## config.mk

```make
export PLATFORM = sky130hd
export DESIGN_NAME = bpsk_mod_stream_flat
export DESIGN_NICKNAME = d
export VERILOG_FILES = /design/src/rtl/bpsk_pkg.sv /design/src/rtl/bpsk_mod_stream_if.sv /design/src/rtl/bpsk_sine_rom.sv /design/src/rtl/bpsk_mod_stream.sv /design/src/flat_wrapper.sv
export SDC_FILE = /design/constraint.sdc
export NUM_CORES = 1
export LEC_CHECK = 0
export CAP_MARGIN = 10
export CORE_MARGIN = 5
export CORE_UTILIZATION = 40
export CTS_BUF_LIST = sky130_fd_sc_hd__clkbuf_4
export CTS_CLUSTER_SIZE = 14
export DETAILED_ROUTE_END_ITERATION = 8
export GPL_TIMING_DRIVEN = 1
export PLACE_DENSITY = 0.56
export SYNTH_ARGS = -nofsm -noshare
export SYNTH_HDL_FRONTEND = slang
export SYNTH_SLANG_ARGS = --single-unit
```

## constraint.sdc

```tcl
create_clock -name clk -period 5.7 [get_ports clk]
set_input_delay 1.14 -clock clk [delete_from_list [all_inputs] [get_ports clk]]
set_output_delay 1.14 -clock clk [all_outputs]
set_load 0.05 [all_outputs]
```

## src/rtl/bpsk_pkg.sv

```systemverilog
// Shared types and elaboration-time helpers for the BPSK modulator.
// The sine helper only runs while parameters are resolved, so its real arithmetic never reaches hardware.
package bpsk_pkg;

    typedef enum logic {
        IDLE = 1'b0,
        RUN  = 1'b1
    } state_e;

    function automatic int calc_sps(input int depth, input int cyc_per_sym);
        return depth * cyc_per_sym;
    endfunction

    function automatic int calc_idx_w(input int depth, input int cyc_per_sym);
        return $clog2(depth * cyc_per_sym);
    endfunction

    // Rounds half away from zero, so the table is symmetric and the amplitude stays 2^(w-1)-1.
    function automatic int sine_val(input int k, input int depth, input int width);
        real amp;
        real x;
        int  v;
        amp = real'((1 << (width - 1)) - 1);
        x   = amp * $sin(2.0 * 3.14159265358979323846 * real'(k) / real'(depth));
        if (x >= 0.0) v = $rtoi(x + 0.5);
        else          v = -$rtoi(-x + 0.5);
        return v;
    endfunction

endpackage

```

## src/rtl/bpsk_mod_stream_if.sv

```systemverilog
// Symbol input and sample output bundle of the BPSK modulator.
// A symbol transfers on the rising clk edge where sym_valid && sym_ready; sym_valid may drop at any time.
interface bpsk_mod_stream_if #(
    parameter int DATA_W = 8
);
    logic                     sym_valid;
    logic                     sym_ready;
    logic                     sym_bit;
    logic                     diff_en;
    logic signed [DATA_W-1:0] sample;
    logic                     sample_valid;
    logic                     sym_start;
    logic                     underrun;

    modport master (
        output sym_valid, sym_bit, diff_en,
        input  sym_ready, sample, sample_valid, sym_start, underrun
    );

    modport slave (
        input  sym_valid, sym_bit, diff_en,
        output sym_ready, sample, sample_valid, sym_start, underrun
    );
endinterface

```

## src/rtl/bpsk_sine_rom.sv

```systemverilog
// One carrier cycle of signed sine samples, fixed when parameters are resolved.
module bpsk_sine_rom
    import bpsk_pkg::*;
#(
    parameter int DATA_W    = 8,
    parameter int LUT_DEPTH = 32
) (
    input  logic [$clog2(LUT_DEPTH)-1:0] addr_i,
    output logic signed [DATA_W-1:0]     value_o
);
    logic signed [DATA_W-1:0] rom [LUT_DEPTH];

    for (genvar k = 0; k < LUT_DEPTH; k++) begin : g_rom
        localparam int V = sine_val(k, LUT_DEPTH, DATA_W);
        assign rom[k] = DATA_W'(V);
    end

    assign value_o = rom[addr_i];
endmodule

```

## src/rtl/bpsk_mod_stream.sv

```systemverilog
// BPSK modulator: one-entry symbol buffer, IDLE/RUN sample engine, optional differential encoding.
// Outputs are registered from next-state values so the first sample appears one edge after a load.
module bpsk_mod_stream
    import bpsk_pkg::*;
#(
    parameter int DATA_W      = 8,
    parameter int LUT_DEPTH   = 32,
    parameter int CYC_PER_SYM = 2
) (
    input  logic               clk,
    input  logic               rst_n,
    bpsk_mod_stream_if.slave   bus,
    output state_e             dbg_state_o
);
    localparam int SPS    = calc_sps(LUT_DEPTH, CYC_PER_SYM);
    localparam int IDX_W  = calc_idx_w(LUT_DEPTH, CYC_PER_SYM);
    localparam int ADDR_W = $clog2(LUT_DEPTH);

    state_e                   state_q, state_d;
    logic [IDX_W-1:0]         idx_q, idx_d;
    logic                     hold_full_q, hold_full_d;
    logic                     hold_bit_q, hold_bit_d;
    logic                     ref_q, ref_d;
    logic signed [DATA_W-1:0] sample_q, sample_d;
    logic                     sample_valid_q;
    logic                     sym_start_q;
    logic                     underrun_q;

    logic                     accept;
    logic                     at_end;
    logic                     load;
    logic                     load_phase;
    logic [ADDR_W-1:0]        rom_addr;
    logic signed [DATA_W-1:0] rom_val;

    bpsk_sine_rom #(
        .DATA_W    (DATA_W),
        .LUT_DEPTH (LUT_DEPTH)
    ) u_rom (
        .addr_i  (rom_addr),
        .value_o (rom_val)
    );

    // ref_q always holds the phase of the symbol on air, in both modes.
    always_comb begin
        accept      = bus.sym_valid && !hold_full_q;
        at_end      = (state_q == RUN) && (idx_q == IDX_W'(SPS - 1));
        load        = hold_full_q && ((state_q == IDLE) || at_end);
        load_phase  = (bus.diff_en & ref_q) ^ hold_bit_q;

        hold_full_d = hold_full_q;
        hold_bit_d  = hold_bit_q;
        if (load) hold_full_d = 1'b0;
        if (accept) begin
            hold_full_d = 1'b1;
            hold_bit_d  = bus.sym_bit;
        end

        state_d = state_q;
        idx_d   = idx_q;
        ref_d   = ref_q;
        if (load) begin
            state_d = RUN;
            idx_d   = '0;
            ref_d   = load_phase;
        end else if (at_end) begin
            state_d = IDLE;
            idx_d   = '0;
        end else if (state_q == RUN) begin
            idx_d = idx_q + IDX_W'(1);
        end

        rom_addr = idx_d[ADDR_W-1:0];
        sample_d = '0;
        if (state_d == RUN) sample_d = ref_d ? -rom_val : rom_val;
    end

    always_ff @(posedge clk or negedge rst_n) begin
        if (!rst_n) begin
            state_q        <= IDLE;
            idx_q          <= '0;
            hold_full_q    <= 1'b0;
            hold_bit_q     <= 1'b0;
            ref_q          <= 1'b0;
            sample_q       <= '0;
            sample_valid_q <= 1'b0;
            sym_start_q    <= 1'b0;
            underrun_q     <= 1'b0;
        end else begin
            state_q        <= state_d;
            idx_q          <= idx_d;
            hold_full_q    <= hold_full_d;
            hold_bit_q     <= hold_bit_d;
            ref_q          <= ref_d;
            sample_q       <= sample_d;
            sample_valid_q <= (state_d == RUN);
            sym_start_q    <= load;
            underrun_q     <= at_end && !hold_full_q;
        end
    end

    assign bus.sym_ready    = !hold_full_q;
    assign bus.sample       = sample_q;
    assign bus.sample_valid = sample_valid_q;
    assign bus.sym_start    = sym_start_q;
    assign bus.underrun     = underrun_q;
    assign dbg_state_o      = state_q;
endmodule
```

## src/flat_wrapper.sv

```systemverilog
// flat-port wrapper written by rule: the top's interface ports become plain ports
module bpsk_mod_stream_flat import bpsk_pkg::*;
#(
    parameter int DATA_W      = 8,
    parameter int LUT_DEPTH   = 32,
    parameter int CYC_PER_SYM = 2
)
  (clk, rst_n, dbg_state_o, bus_sym_valid, bus_sym_bit, bus_diff_en, bus_sym_ready, bus_sample, bus_sample_valid, bus_sym_start, bus_underrun);
  bpsk_mod_stream_if #(.DATA_W(DATA_W)) bus_i ();
  input  logic clk;
  input  logic rst_n;
  output state_e dbg_state_o;
  input wire logic [$bits(bus_i.sym_valid)-1:0] bus_sym_valid;
  input wire logic [$bits(bus_i.sym_bit)-1:0] bus_sym_bit;
  input wire logic [$bits(bus_i.diff_en)-1:0] bus_diff_en;
  output wire logic [$bits(bus_i.sym_ready)-1:0] bus_sym_ready;
  output wire logic [$bits(bus_i.sample)-1:0] bus_sample;
  output wire logic [$bits(bus_i.sample_valid)-1:0] bus_sample_valid;
  output wire logic [$bits(bus_i.sym_start)-1:0] bus_sym_start;
  output wire logic [$bits(bus_i.underrun)-1:0] bus_underrun;
  assign bus_i.sym_valid = bus_sym_valid;
  assign bus_i.sym_bit = bus_sym_bit;
  assign bus_i.diff_en = bus_diff_en;
  assign bus_sym_ready = bus_i.sym_ready;
  assign bus_sample = bus_i.sample;
  assign bus_sample_valid = bus_i.sample_valid;
  assign bus_sym_start = bus_i.sym_start;
  assign bus_underrun = bus_i.underrun;
  bpsk_mod_stream #(.DATA_W(DATA_W), .LUT_DEPTH(LUT_DEPTH), .CYC_PER_SYM(CYC_PER_SYM)) u_core (.clk(clk), .rst_n(rst_n), .bus(bus_i), .dbg_state_o(dbg_state_o));
endmodule
```

---- After elaboration in Yosys (flattened, before gate mapping) ----
Memory sizes are Yosys's and may differ from the RTL's.
Index checks and enable logic that the tools add are counted.
cells by class
  add/subtract/negate cells ............... 2
  $mul .................................... 0
  div/mod/pow operators ................... 0
  magnitude comparators ................... 1
  equality and inequality tests ........... 1
  shift operators ......................... 0
  multiplexer cells ....................... 12
  bitwise operators ....................... 4
  reduce and logical (&&, ||, !) cells .... 8
operator list
  operator             count
  $mux 8               4
  $mux 6               3
  $neg 8->8            1
  $add 6x1->6 const B  1
  $eq 6x6->1 const B   1
  $ge 6x6->1 const B   1
  $not 5->6            1
  $mux 1               5
  $logic_and 1x1->1    4
  $reduce_bool 3->1    1
  $reduce_bool 2->1    1
  $and 1x1->1          1
  $logic_not 1->1      1
  $logic_or 1x1->1     1
  $not 1->1            1
  $xor 1x1->1          1
word-level totals
  bits in registers ....................... 20
  latch bits .............................. 0
  RAM bits ................................ 0
  bits in read-only memories .............. 256
  word-level logic and storage cells ...... 38
  memories kept ........................... 1
memory list
  memory            words  width  rd ports  clocked after Yosys merged registers in  wr ports  RTL line             RTL
  (name not given)  32     8      1         0                                        0         bpsk_sine_rom.sv:18  assign value_o = rom[addr_i];

---- Logic depth before layout (Yosys ltp) ----
Gate-level depths: netlist of run 1.
  depth after elaboration ................. 12
  depth in mapped cells ................... 15
  depth with buffers taken out ............ 15

---- Cells and area by module ----
From an unflattened synthesis of run 1, not the netlist that was laid out.
second synthesis, totals
  cells, all modules ...................... 170
  area, all modules ....................... 1498.9 um^2
modules (own cells, without submodules)
  module           times used  cells each  area each (um^2)
  bpsk_mod_stream  1           107         1009.7
  bpsk_sine_rom    1           63          489.2

---- Worst setup path after synthesis of run 1 ----
Ideal clock, no wire load.
  path type ............................... flip-flop to flip-flop
  start point ............................. reg u_core.state_q, in the netlist u_core.dbg_state_o
  end point ............................... reg u_core.sample_q[7], in the netlist u_core.bus.sample[7]
  library setup time ...................... 128 ps
  arrival time ............................ 3498 ps
  path slack .............................. 2074 ps
  stages on the path, launching flop included .. 12
  path buffers ............................ 2
  cells stage by stage .................... dfrtp_1 -> buf_6 -> clkbuf_1 -> nand2_1 -> o21a_1 -> ha_1 -> or4_1 -> o2111a_1 -> or3b_4 -> nor4_2 -> a31oi_1 -> mux2_1
between the ends
  longest elaborated chain between the ends .. 11
ends and longest elaborated chain
  element                                                RTL line                                      RTL
  start: declaration                                     bpsk_mod_stream.sv:19                         state_e state_q, state_d;
  start signal: assignment                               bpsk_mod_stream.sv:90                         state_q <= state_d;
  $logic_and 1x1->1 / $not 1->1 (equally long branches)  bpsk_mod_stream.sv:47, bpsk_mod_stream.sv:48
  $logic_or 1x1->1                                       bpsk_mod_stream.sv:48                         load = hold_full_q && ((state_q == IDLE) || at_end);
  $logic_and 1x1->1                                      bpsk_mod_stream.sv:48
  $mux 6                                                 bpsk_mod_stream.sv:62                         if (load) begin
  $not 5->6 (implied by the code)                        bpsk_sine_rom.sv:18
  $mem_v2 32x8                                           --
  $mux 8 (implied by the code) (2 in a row)              bpsk_sine_rom.sv:18
  $neg 8->8                                              bpsk_mod_stream.sv:75                         if (state_d == RUN) sample_d = ref_d ? -rom_val : rom_val;
  $mux 8                                                 bpsk_mod_stream.sv:75
  $mux 8 *                                               bpsk_mod_stream.sv:75
  net u_core.sample_d[7]                                 bpsk_mod_stream.sv:24                         logic signed [DATA_W-1:0] sample_q, sample_d;
  end signal: assignment                                 bpsk_mod_stream.sv:95                         sample_q <= sample_d;
  end: declaration                                       bpsk_mod_stream.sv:24
The timed path passes the listed nets; every way through them passes the cells marked *. The select of a mux whose other input is x is not followed.
A chain may end at the register's enable or synchronous reset.

---- Worst setup path after layout of run 1 ----
  start point ............................. reg u_core.idx_q[0]
  end point ............................... reg u_core.sample_q[7], in the netlist u_core.bus.sample[7]
between the ends
  longest elaborated chain between the ends .. 12
ends and longest elaborated chain
  element                                                RTL line               RTL
  start: declaration                                     bpsk_mod_stream.sv:20  logic [IDX_W-1:0] idx_q, idx_d;
  start signal: assignment                               bpsk_mod_stream.sv:91  idx_q <= idx_d;
  branches (longest 11 deep; another with $mem_v2 32x8)  --
  $mux 8 *                                               bpsk_mod_stream.sv:75
  net u_core.sample_d[7]                                 bpsk_mod_stream.sv:24
Mark *: on every way through the listed nets, which the timed path passes. The select of a mux whose other input is x is not followed.

==> impl_metrics.env, run 1 <==
export IMPL_max_stage_delay_ns=0.55
export IMPL_grt_pass1_vias=1400
export IMPL_yosysSeqAreaShare_pct=29.3
export IMPL_synthCells=188
export IMPL_drcViolationCount=0
export IMPL_critPathBufInv=0
export IMPL_synthDistinctLibCells=61
export IMPL_dieArea_sq_um=5680
export IMPL_die_w_microns=75.3
export IMPL_setup_worst_path_class="reg2reg"
export IMPL_syn_area_sq_um=1710
export IMPL_via_per_inst=5.74
export IMPL_cts_root_buf="clkbuf_4"
export IMPL_worstPathArrival_ns=4.13
export IMPL_syn_to_final_growth_pct=11.9
export IMPL_synth_avg_cell_area_sq_um=9.08
export IMPL_clkTransAtPathRegs_ns=0.13
export IMPL_peakVddDrop_uv=108
export IMPL_vias=1430
export IMPL_report_final_setup_viol=0
export IMPL_slowest_stage="or4_1"
export IMPL_timing_final_crit_share_pct=69.0
export IMPL_fin_nets=215
export IMPL_worstSkewPairLatency_ns=0.31
export IMPL_crit_path_cell_trace="ha_1, nand2_1, or2_1, nand2_1, o21a_1, ha_1, or4_1, o2111a_1, or3b_4, nor4_2, a31oi_1, mux2_1"
export IMPL_layout_setup_ws_ns=1.77
export IMPL_drt_initial_drc_count=147
export IMPL_hp_class="reg2reg"
export IMPL_p_leak_nw=0.825
export IMPL_hpwlAfterDp_microns=3110
export IMPL_dpl_worst_slack_ns=1.83
export IMPL_die_h_microns=75.3
export IMPL_synth_edf_count=0
export IMPL_startpoint="u_core.idx_q[0]"
export IMPL_postRouteWirelength_microns=4150
export IMPL_h_tree_depth=1
export IMPL_combPwrFrac_pct=9.0
export IMPL_pwr_density_cell_nw_per_um2=156
export IMPL_setup_tns_ns=0
export IMPL_clock_skew_ns=0.00861
export IMPL_pwr_share_clk_pct=39.9
export IMPL_initial_utilization_pct=42.1
export IMPL_core_area_sq_um=4060
export IMPL_antenna_cells=0
export IMPL_cap_violations=0
export IMPL_cts_sinks=20
export IMPL_async_reset_ff_share_pct=100
export IMPL_cellInternalPower_w=0.000230
export IMPL_crit_family="simple AND/OR/NAND/NOR gates"
export IMPL_rsz0062_at_grt="no"
export IMPL_crit_path_start_kind="flip-flop"
export IMPL_slew_violations=0
export IMPL_yosysTopAreaCell="dfrtp_1"
export IMPL_cts_buffer_depth=2
export IMPL_cts_resized_gates=0
export IMPL_synth_top_flop_cell="dfrtp_1"
export IMPL_cp_data_required_time_ns=5.90
export IMPL_slew_headroom_pct=39.3
export IMPL_yosys_register_bits=20
export IMPL_synth_top_cell_area_share_pct=29.3
export IMPL_gp_congestion=0.813
export IMPL_p_switching_w=0.0000678
export IMPL_min_period_ns=3.93
export IMPL_cts_tree="built"
export IMPL_drtPass1Iterations=4
export IMPL_hold_viol_final=0
export IMPL_num_io_pins=18
export IMPL_cts_buffers=3
export IMPL_yosysWarnings=0
export IMPL_grt_total_usage_pct=16.1
export IMPL_drive_gt1_share_pct=10.1
export IMPL_ctsHoldBuffers=0
export IMPL_min_from="u_core.hold_bit_q"
export IMPL_wl_per_cell_microns=16.7
export IMPL_worst_pin_slew_ns=0.908
export IMPL_postCtsSetupRepairBufs=0
export IMPL_fmax_ghz=0.254
export IMPL_reg2reg_from="u_core.idx_q[0]"
export IMPL_ant_nets=0
export IMPL_rows=23
export IMPL_port_buffers=17
export IMPL_ys_top_cells_by_area="dfrtp_1, ha_1, a21oi_1"
export IMPL_grt_antenna_before_repair=0
export IMPL_setup_worst_path_end_class="flip-flop"
export IMPL_grt_first_pass_wirelength_microns=7140
export IMPL_crit_fanout=9
export IMPL_grt_max_degree=27
export IMPL_status="complete, no violations"
export IMPL_utilization_pct=47.1
export IMPL_overflow=0
export IMPL_switching_share_pct=22.8
export IMPL_seqPwrFrac_pct=51.1
export IMPL_synth_fp_nets=203
-- Yosys cell counts (3+ instances only) --
library cell,number
nand3_1,6
xnor2_1,3
and2_1,3
o21a_1,3
nor3_1,4
a22o_1,3
a31oi_1,5
buf_6,4
mux2i_1,3
o21ai_0,11
a21oi_1,13
nor2_1,12
nand2_1,13
xor2_1,5
ha_1,10
inv_1,10
dfrtp_1,20
buf_4,4
or3_1,4
-- kinds of logic (layout without fill, tap and decap cells) --
| group | Yosys count | after routing | share of synthesized area, % |
|---|---|---|---|
| AO/OA/AOI/OAI | 62 | 62 | 26.1 |
| XOR/XNOR | 10 | 10 | 6.67 |
| adder cells (fa/ha/maj) | 10 | 10 | 7.33 |
| buffers and inverters | 20 | 31 | 7.03 |
| flip-flops | 20 | 20 | 29.3 |
| multiplexers | 6 | 6 | 3.74 |
| AND/OR/NAND/NOR | 60 | 60 | 19.9 |
-- through the flow --
stage                     cell area [sq um]  instances  power, W  hold WS [ns]
after floorplan                        1710        188  0.000171         0.521
after global placement                 1860        245  0.000181         0.548
after detailed placement               1860        245  0.000182         0.559
after CTS                              1910        249  0.000299         0.589
after global routing                   1910        249  0.000309         0.616
final                                  1910        249  0.000297         0.589
-- power by group through the flow --
stage | logic, W | registers [W] | clock network, W
2_1_floorplan | 0.0000172 | 0.000154 | 0
3_5_place_dp | 0.0000273 | 0.000155 | 0
6_report | 0.0000269 | 0.000152 | 0.000119
3_3_place_gp | 0.0000268 | 0.000154 | 0
4_1_cts | 0.0000273 | 0.000152 | 0.000120
5_1_grt | 0.0000296 | 0.000153 | 0.000127
-- worst paths after layout --
check,to,slack [ns],cells after the start
worst max-delay path,u_core.bus.sample[7],1.77,12
max in group asynchronous,u_core.bus.sample[5],3.83,1
min in group asynchronous,u_core.idx_q[5],1.32,1
worst min register to register,u_core.hold_bit_q,0.59,1
worst min-delay path,u_core.hold_bit_q,0.59,1
worst max register to register,u_core.bus.sample[7],1.77,12
-- sequential cells by signal, indices dropped and copies added, names as in the netlist --
register and flops:
u_core.dbg_state_o 1, u_core.idx_q 6, u_core.bus.sample 8, u_core.ref_q 1
u_core.hold_bit_q 1, u_core.bus.underrun 1, u_core.bus.sym_start 1, u_core.hold_full_q 1
-- placed cells by master, fill, tap and decap left out, types with 3 or more instances in the layout --
cell type        netlist  final
clkbuf_4               0      3
a21oi_1               13     13
or3_1                  4      4
xnor2_1                3      3
o21ai_0               11     11
nand3_1                6      6
a31oi_1                5      5
nand2_1               13     13
xor2_1                 5      5
nor2_1                12     12
dfrtp_1               20     20
o21a_1                 3      3
mux2i_1                3      3
and2_1                 3      3
clkdlybuf4s50_1        0     17
a22o_1                 3      3
inv_1                 10     10
ha_1                  10     10
nor3_1                 4      4
-- per-layer routing --
metal / track usage, % / wire length [microns]
met5: 0 / 0
met4: 1.17 / 8
met3: 3.17 / 186
met2: 26.4 / 1980
met1: 23.1 / 1980
-- cell type report --
class | count | area, sq um
fillers | 390 | 2150
multi-input cells | 148 | 1090
flip-flops and latches | 20 | 500
repair buffers | 17 | 170
well taps | 50 | 62.6
inverters | 10 | 37.5
clock inverters | 1 | 30.0
clock buffers | 3 | 22.5
(Power assumes the default switching activity.)
==> run 2, diff against run 1 <==
--- a/config.mk
+++ b/config.mk
@@ -12,7 +12,7 @@
 export CTS_CLUSTER_SIZE = 14
 export DETAILED_ROUTE_END_ITERATION = 8
 export GPL_TIMING_DRIVEN = 1
-export PLACE_DENSITY = 0.56
+export PLACE_DENSITY = 0.58
 export SYNTH_ARGS = -nofsm -noshare
 export SYNTH_HDL_FRONTEND = slang
 export SYNTH_SLANG_ARGS = --single-unit
==> constraint.sdc (replaced) <==
create_clock -name clk -period 3.5 [get_ports clk]
set_input_delay 0.7 -clock clk [delete_from_list [all_inputs] [get_ports clk]]
set_output_delay 0.7 -clock clk [all_outputs]
set_load 0.05 [all_outputs]
==> impl_metrics.env, run 2 (synthesis gave the netlist of run 1 again) <==
export IMPL_status="complete, no violations"
export IMPL_dieArea_sq_um=5680
export IMPL_die_w_microns=75.3
export IMPL_grt_max_degree=21
export IMPL_p_leak_nw=0.935
export IMPL_drcViolationCount=0
export IMPL_crit_path_start_kind="flip-flop"
export IMPL_wl_per_cell_microns=17.3
export IMPL_h_tree_depth=1
export IMPL_ant_nets=0
export IMPL_worstPathArrival_ns=3.53
export IMPL_min_period_ns=3.33
export IMPL_initial_utilization_pct=42.1
export IMPL_num_io_pins=18
export IMPL_fin_hold_ws_ns=0.575
export IMPL_slew_headroom_pct=36.6
export IMPL_core_area_sq_um=4060
export IMPL_cap_violations=0
export IMPL_setup_worst_path_end_class="flip-flop"
export IMPL_die_h_microns=75.3
export IMPL_cts_root_buf="clkbuf_4"
export IMPL_fin_nets=235
export IMPL_hold_viol_final=0
export IMPL_postRouteWirelength_microns=4650
export IMPL_cellInternalPower_w=0.000376
export IMPL_p_switching_w=0.000113
export IMPL_seqPwrFrac_pct=50.1
export IMPL_pwr_density_cell_nw_per_um2=233
export IMPL_gp_congestion=0.896
export IMPL_cts_buffers=3
export IMPL_rows=23
export IMPL_drtPass1Iterations=5
export IMPL_setup_tns_ns=0
export IMPL_hp_class="reg2reg"
export IMPL_pwr_share_clk_pct=39.9
export IMPL_port_buffers=17
export IMPL_timing_final_crit_share_pct=95.1
export IMPL_cts_tree="built"
export IMPL_ctsHoldBuffers=0
export IMPL_fmax_ghz=0.301
export IMPL_hpwlAfterDp_microns=3400
export IMPL_slew_violations=0
export IMPL_grt_first_pass_wirelength_microns=7700
export IMPL_grt_total_usage_pct=17.5
export IMPL_final_cell_mix="buf_4, dfrtp_1, clkdlybuf4s50_1"
export IMPL_overflow=0
export IMPL_drt_initial_drc_count=127
export IMPL_switching_share_pct=23.2
export IMPL_cts_sinks=20
export IMPL_antenna_cells=0
export IMPL_via_per_inst=5.81
export IMPL_layout_commonest_cell="buf_4"
export IMPL_worst_pin_slew_ns=0.947
export IMPL_grt_pass1_vias=1541
export IMPL_drive_gt1_share_pct=22.4
export IMPL_grt_antenna_before_repair=0
export IMPL_syn_to_final_growth_pct=22.9
export IMPL_report_final_setup_viol=0
export IMPL_clkTransAtPathRegs_ns=0.13
export IMPL_cp_data_required_time_ns=3.70
export IMPL_peakVddDrop_uv=204
export IMPL_setup_worst_path_class="reg2reg"
export IMPL_vias=1562
export IMPL_cts_buffer_depth=2
export IMPL_crit_fanout=7
export IMPL_largest_reg_flops=8
export IMPL_clock_skew_ns=0.00183
export IMPL_combPwrFrac_pct=10.0
export IMPL_worstSkewPairLatency_ns=0.31
-- run 2: cell type report --
class | instances | area [sq um]
Clock buffer | 3 | 22.5
Clock inverter | 1 | 30.0
Fill cell | 373 | 1960
Inverter | 10 | 37.5
Multi-Input combinational cell | 148 | 1120
Sequential cell | 20 | 502
Tap cell | 50 | 62.6
Timing Repair Buffer | 37 | 320
-- run 2: final timing paths --
| check | startpoint | endpoint | slack (ns) | cells past startpoint |
|---|---|---|---|---|
| min in group asynchronous | rst_n | u_core.idx_q[5] | 0.89 | 1 |
| setup / recovery | u_core.idx_q[0] | u_core.bus.sample[7] | 0.17 | 11 |
| hold reg to reg | u_core.hold_bit_q | u_core.hold_bit_q | 0.57 | 1 |
| hold / removal | u_core.hold_bit_q | u_core.hold_bit_q | 0.57 | 1 |
| setup reg to reg | u_core.idx_q[0] | u_core.bus.sample[7] | 0.17 | 11 |
| max in group asynchronous | rst_n | u_core.dbg_state_o | 1.99 | 1 |
-- run 2: metal layers --
| metal | vias up | GRT usage, % | part of all wire [%] |
|---|---|---|---|
| li1 | 747 | - | - |
| met1 | 758 | 24.7 | 45 |
| met2 | 52 | 28.4 | 48 |
| met3 | 5 | 4.09 | 6.4 |
| met4 | 0 | 1.75 | 0.50 |
| met5 | - | 0 | 0 |
-- run 2: power groups by stage --
stage          clock network, W  logic (W)  registers [W]
6_report               0.000195  0.0000488       0.000245
3_5_place_dp                  0  0.0000492       0.000250
2_1_floorplan                 0  0.0000279       0.000251
3_3_place_gp                  0  0.0000487       0.000249
5_1_grt                0.000206  0.0000548       0.000246
4_1_cts                0.000199  0.0000493       0.000245
-- run 2: repair_timing --
item                       4_1_cts  5_1_grt
setup endpoints to repair        0        3
resized for setup                0       10
setup buffers                    0        1
-- run 2: critical path: stages, from the launching register on --
cell,delay [ns]
dfrtp_1,0.40
ha_1,0.36
and2_1,0.22
a22o_1,0.23
ha_1,0.30
buf_4,0.17
or3_1,0.37
a31oi_1,0.20
o22ai_2,0.20
nor4_2,0.32
a31oi_1,0.13
mux2_1,0.32
-- run 2: through the flow --
step	instances	total power, W	area (sq um)	util (%)	worst slack (ns)
finish	269	0.000489	2100	51.7	0.173
floorplan	188	0.000279	1710	-	0.0648
CTS	268	0.000493	2050	50.6	0.0361
global route	269	0.000507	2100	51.7	-0.0519
global placement	264	0.000297	2000	49.3	0.0940
detailed placement	264	0.000299	2000	49.3	0.0594
==> run 3, diff against run 2 <==
--- a/config.mk
+++ b/config.mk
@@ -12,7 +12,7 @@
 export CTS_CLUSTER_SIZE = 14
 export DETAILED_ROUTE_END_ITERATION = 8
 export GPL_TIMING_DRIVEN = 1
-export PLACE_DENSITY = 0.58
+export PLACE_DENSITY = 0.71
 export SYNTH_ARGS = -nofsm -noshare
 export SYNTH_HDL_FRONTEND = slang
 export SYNTH_SLANG_ARGS = --single-unit
==> impl_metrics.env, run 3 (synthesis gave the netlist of run 1 again) <==
export IMPL_ant_nets=0
export IMPL_grt_max_degree=21
export IMPL_cap_violations=0
export IMPL_power_w=0.000415
export IMPL_drtPass1Iterations=5
export IMPL_antenna_cells=0
export IMPL_syn_to_final_growth_pct=18.4
export IMPL_dieArea_sq_um=5680
export IMPL_drcViolationCount=0
export IMPL_ctsHoldBuffers=0
export IMPL_grt_first_pass_wirelength_microns=7140
export IMPL_report_final_setup_viol=0
export IMPL_grt_total_usage_pct=16.2
export IMPL_dpl_cell_area_sq_um=1960
export IMPL_core_area_sq_um=4060
export IMPL_hpwlAfterDp_microns=3030
export IMPL_fmax_ghz=0.302
export IMPL_max_stage_delay_ns=0.46
export IMPL_grt_pass1_vias=1498
export IMPL_fillCellCount=378
export IMPL_crit_path_start_kind="flip-flop"
export IMPL_crit_fanout=5
export IMPL_largest_reg_flops=8
export IMPL_cellInternalPower_w=0.000312
export IMPL_pwr_share_clk_pct=29.7
export IMPL_drive_gt1_share_pct=19.2
export IMPL_slowest_stage="or3b_4"
export IMPL_p_leak_nw=0.888
export IMPL_initial_utilization_pct=42.1
export IMPL_fin_nets=229
export IMPL_port_buffers=17
export IMPL_overflow=0
export IMPL_seqPwrFrac_pct=58.9
export IMPL_switching_share_pct=24.9
export IMPL_layout_commonest_cell="dfrtp_1"
export IMPL_timing_final_crit_share_pct=94.6
export IMPL_wl_per_cell_microns=15.2
export IMPL_cts_buffers=3
export IMPL_setup_tns_ns=0
export IMPL_p_switching_w=0.000103
export IMPL_vias=1518
export IMPL_setup_worst_path_end_class="flip-flop"
export IMPL_clock_skew_ns=0.00586
export IMPL_slew_violations=0
export IMPL_die_w_microns=75.3
export IMPL_pwr_density_cell_nw_per_um2=205
export IMPL_cts_root_buf="clkbuf_4"
export IMPL_crit_path_cell_trace="ha_1, and2_1, a22o_1, buf_4, inv_1, ha_4, o21ai_1, a222oi_1, or3b_4, nor4_2, a31oi_1, mux2_1"
export IMPL_worstSkewPairLatency_ns=0.30
export IMPL_peakVddDrop_uv=127
export IMPL_clkTransAtPathRegs_ns=0.11
export IMPL_postRouteWirelength_microns=4010
export IMPL_rsz0062_at_grt="no"
export IMPL_slew_headroom_pct=40.7
export IMPL_fin_hold_ws_ns=0.574
export IMPL_status="complete, no violations"
export IMPL_multi_input_area_sq_um=1110
export IMPL_worst_pin_slew_ns=0.887
export IMPL_drt_initial_drc_count=150
export IMPL_combPwrFrac_pct=11.4
export IMPL_cts_sinks=20
export IMPL_rows=23
export IMPL_layout_setup_ws_ns=0.189
export IMPL_worstPathArrival_ns=3.51
export IMPL_h_tree_depth=1
export IMPL_setup_worst_path_class="reg2reg"
export IMPL_hp_class="reg2reg"
export IMPL_gp_congestion=0.891
export IMPL_die_h_microns=75.3
export IMPL_num_io_pins=18
export IMPL_regArea_sq_um=503
export IMPL_min_period_ns=3.31
export IMPL_hold_viol_final=0
export IMPL_grt_antenna_before_repair=0
export IMPL_cts_buffer_depth=2
export IMPL_final_cell_mix="dfrtp_1, clkdlybuf4s50_1, buf_4"
export IMPL_cts_tree="built"
export IMPL_cp_data_required_time_ns=3.70
export IMPL_postCtsSetupRepairBufs=0
export IMPL_via_per_inst=5.77
export IMPL_final_area_sq_um=2020
export IMPL_dpl_worst_slack_ns=0.171
## run 3: changes by cell type in the layout (fill, tap and decap cells not counted), sizes merged
cell / before / now
buf: 20 / 14
bufinv: 1 / 0
clkbuf: 3 / 4
## run 3: power groups by stage
stage                     Sequential (W)  Combinational, W  Clock (W)
after global routing            0.000246         0.0000532   0.000140
after CTS                       0.000245         0.0000480   0.000129
after detailed placement        0.000249         0.0000479          0
after global placement          0.000249         0.0000473          0
after floorplan                 0.000251         0.0000279          0
final                           0.000245         0.0000473   0.000123
## run 3: path summary, 6_finish.rpt
path                                   startpoint  cells past startpoint  slack (ns)              endpoint
max in group asynchronous                   rst_n                      1        2.01       u_core.idx_q[3]
worst max-delay path              u_core.idx_q[0]                     12        0.19  u_core.bus.sample[7]
worst min register to register  u_core.hold_bit_q                      1        0.57     u_core.hold_bit_q
min in group asynchronous                   rst_n                      1        0.89  u_core.bus.sample[3]
worst max register to register    u_core.idx_q[0]                     12        0.19  u_core.bus.sample[7]
worst min-delay path            u_core.hold_bit_q                      1        0.57     u_core.hold_bit_q
## run 3: through the flow
stage                     std cells  utilization (%)
after detailed placement        259             48.4
after CTS                       263             49.2
after global routing            263             49.8
after global placement          259             48.4
after floorplan                 188                -
final                           263             49.8
## run 3: cell type report
cell class | instances | share of cell area, %
Inverter | 10 | 1.86
Multi-Input combinational cell | 148 | 55.1
Tap cell | 50 | 3.09
Clock buffer | 4 | 1.49
Sequential cell | 20 | 24.9
Timing Repair Buffer | 31 | 13.6
## run 3: what timing repair did
action,CTS,global route
resized for setup,0,7
hold endpoints to repair,0,0
endpoints found under the setup margin,0,2
## run 3: critical path, delay by kind of cell, from the launching register on
| family | cells | cell delay, ns |
|---|---|---|
| flip-flops | 1 | 0.40 |
| AND/OR/NAND/NOR | 3 | 0.83 |
| adder cells (fa/ha/maj) | 2 | 0.55 |
| AO/OA/AOI/OAI | 4 | 0.81 |
| multiplexers | 1 | 0.32 |
| buffers and inverters | 2 | 0.31 |
## run 3: per-layer routing
metal  GRT usage, %  share of wire (%)
met5              0                  0
met4           4.47                1.6
met3           2.51                5.0
met2           25.8                 49
met1           22.7                 44
==> edit (config.mk and constraints of run 3) <==
Take the reset off `sample_q` and load it in a clocked block of its own.
--- a/src/rtl/bpsk_mod_stream.sv
+++ b/src/rtl/bpsk_mod_stream.sv
@@ -83,5 +83,4 @@
             hold_bit_q     <= 1'b0;
             ref_q          <= 1'b0;
-            sample_q       <= '0;
             sample_valid_q <= 1'b0;
             sym_start_q    <= 1'b0;
@@ -93,9 +92,12 @@
             hold_bit_q     <= hold_bit_d;
             ref_q          <= ref_d;
-            sample_q       <= sample_d;
             sample_valid_q <= (state_d == RUN);
             sym_start_q    <= load;
             underrun_q     <= at_end && !hold_full_q;
         end
+    end
+
+    always_ff @(posedge clk) begin
+        sample_q <= sample_d;
     end
 
Behaviour: differs if rst_n is asserted again (counterexample within 4 cycles, from zero or initial values and one cycle with rst_n low); with rst_n held inactive, the same outputs for 10 cycles.
==> edit against run 3 <==
Worst hold slack improved by 0.020 ns; non-clock buffer count shrank 11; maximum frequency rose by 2.3%; worst setup slack gained 0.075 ns; synthesized area shrank 6.6%; sequential share of layout area is 0.89 points higher; design area decreased by 12%; sequential cell count unchanged; synthesized cell count fell by 5.9%; routed wire length is 10% lower; largest cell class unchanged.
Power is left out: it rests on default switching activity, and per cell area and clock period it moved more than threefold.
==> edit: results (changes against run 3) <==
- CTS max path bufs: 2 (unchanged)
- DR vias/cell: 5.57 (was 5.77)
- Unique masters post-synth: 63 (was 61)
- Inserted Clock Buffers: 3 (unchanged)
- Port buffer count: 17 (unchanged)
- Initial DRC Count: 110 (was 150)
- Synth top cells by count: dfrtp_1, nor2_1, a21oi_1, nand2_1, nand3_1 (was dfrtp_1, a21oi_1, nand2_1, nor2_1, o21ai_0)
- Number of nets in the layout: 203 (was 229)
- Syn nets: 188 (was 203)
- Main area contributors after synthesis: dfrtp_1, dfxtp_1, mux2i_1 (was dfrtp_1, ha_1, a21oi_1)
- N_diodes: 0 (unchanged)
- Met2 Use GR: 21.1% (was 25.8%)
- Post_cts resized: 0 (unchanged)
- Layout cell share with drive strength beyond 1: 19.9% (was 19.2%)
- Skew final: 0.00389 ns (was 0.00586 ns)
- Vias in the first global route: 1212 (was 1498)
- Htree depth: 1 (unchanged)
- Reg clk slew, reported paths: 0.11 ns (about the same)
- Synth Warn #: 0 (unchanged)
- GR met3 Demand/Resource: 3.17% (was 2.51%)
- Setup TNS: 0 ns (unchanged)
- Worst slew pin tran: 0.537 ns (was 0.887 ns)
- Root buf cell: clkbuf_4 (unchanged)
- Dpl hpwl: 2.73 mm (was 3.03 mm)
- Met1 Usage GRT: 19.4% (was 22.7%)
- First-pass GRT wire length: 5.83 mm (was 7.14 mm)
- Post-synth ARST share: 60.0% (was 100%)
- Register area share after synthesis: 28.9% (was 29.3%)
- Drt total wl: 3.60 mm (was 4.01 mm)
- CP Data Arrival Time: 3.47 ns (was 3.51 ns)
- Clk Latency, worst-skew pair: a little under 0.3 ns
- Fin. Hold Viols: 0 (unchanged)
- Hold Crit Class: register to register (unchanged)
- Largest net degree at the start of global routing: 18 (was 21)
- Largest register FFs: 8 (unchanged)
- Status: completed (unchanged)
- Crit path max fanout: 10 (was 5)
- Placer Congestion: 0.872 (was 0.891)
- Initial antenna violation count: 0 (unchanged)
- Ys flop type: dfrtp_1 (unchanged)
- Tot GR Track Use: 13.9% (was 16.2%)
- Pre-Repair DR Iteration Count: 4 (was 5)
- Post-CTS Setup Bufs: 0 (unchanged)
edit: cells by family (layout without fill, tap and decap cells):
family | Yosys count | in the layout | synth area share (%)
AOI/OAI and AO/OA | 50 | 50 | 25.3
xor gates and xnor gates | 5 | 5 | 2.75
adders and majority gates | 6 | 6 | 4.71
buffers and inverters | 21 | 35 | 8.23
DFF | 20 | 20 | 28.9
muxes | 11 | 11 | 7.37
and+or+nand+nor | 64 | 64 | 22.7
edit: worst paths after layout:
path | startpoint | endpoint | slack (ns) | depth (start not counted)
setup reg to reg | u_core.idx_q[0] | u_core.bus.sample[7] | 0.26 | 12
max in group asynchronous | rst_n | u_core.idx_q[3] | 2.42 | 1
hold / removal | u_core.idx_q[5] | u_core.idx_q[5] | 0.59 | 1
setup / recovery | u_core.idx_q[0] | u_core.bus.sample[7] | 0.26 | 12
min in group asynchronous | rst_n | u_core.idx_q[4] | 0.74 | 1
hold reg to reg | u_core.idx_q[5] | u_core.idx_q[5] | 0.59 | 1
edit: metal layers:
layer	share of wire, %	routed length [um]
met4	1.8	65
met2	46	1640
met1	48	1730
met3	4.4	160
met5	0	0
edit: critical path, stage by stage (launching register included):
cell      delay, ns
dfrtp_1        0.50
ha_1           0.31
and2_2         0.28
o21ai_2        0.10
nor2_2         0.38
inv_1          0.16
ha_1           0.34
nor2_1         0.06
nor4_2         0.25
a211oi_2       0.09
nor3_2         0.27
a41o_1         0.26
mux2i_1        0.18
edit: metrics by stage:
stage | cells | hold WS [ns] | area [um^2] | worst slack, ns
CTS | 241 | 0.593 | 1790 | 0.256
global placement | 237 | 0.549 | 1760 | 0.371
floorplan | 177 | 0.404 | 1600 | 0.626
detailed placement | 237 | 0.567 | 1760 | 0.305
global route | 241 | 0.626 | 1790 | 0.0648
finish | 241 | 0.594 | 1790 | 0.264
edit: cell type report:
cell class / instances / area, um^2
fill: 380 / 2160
multi-input combinational: 136 / 1000
sequential: 20 / 460
timing repair buffer: 20 / 193
tap: 50 / 62.6
inverter: 11 / 41.3
clock buffer: 3 / 22.5
clock inverter: 1 / 3.75
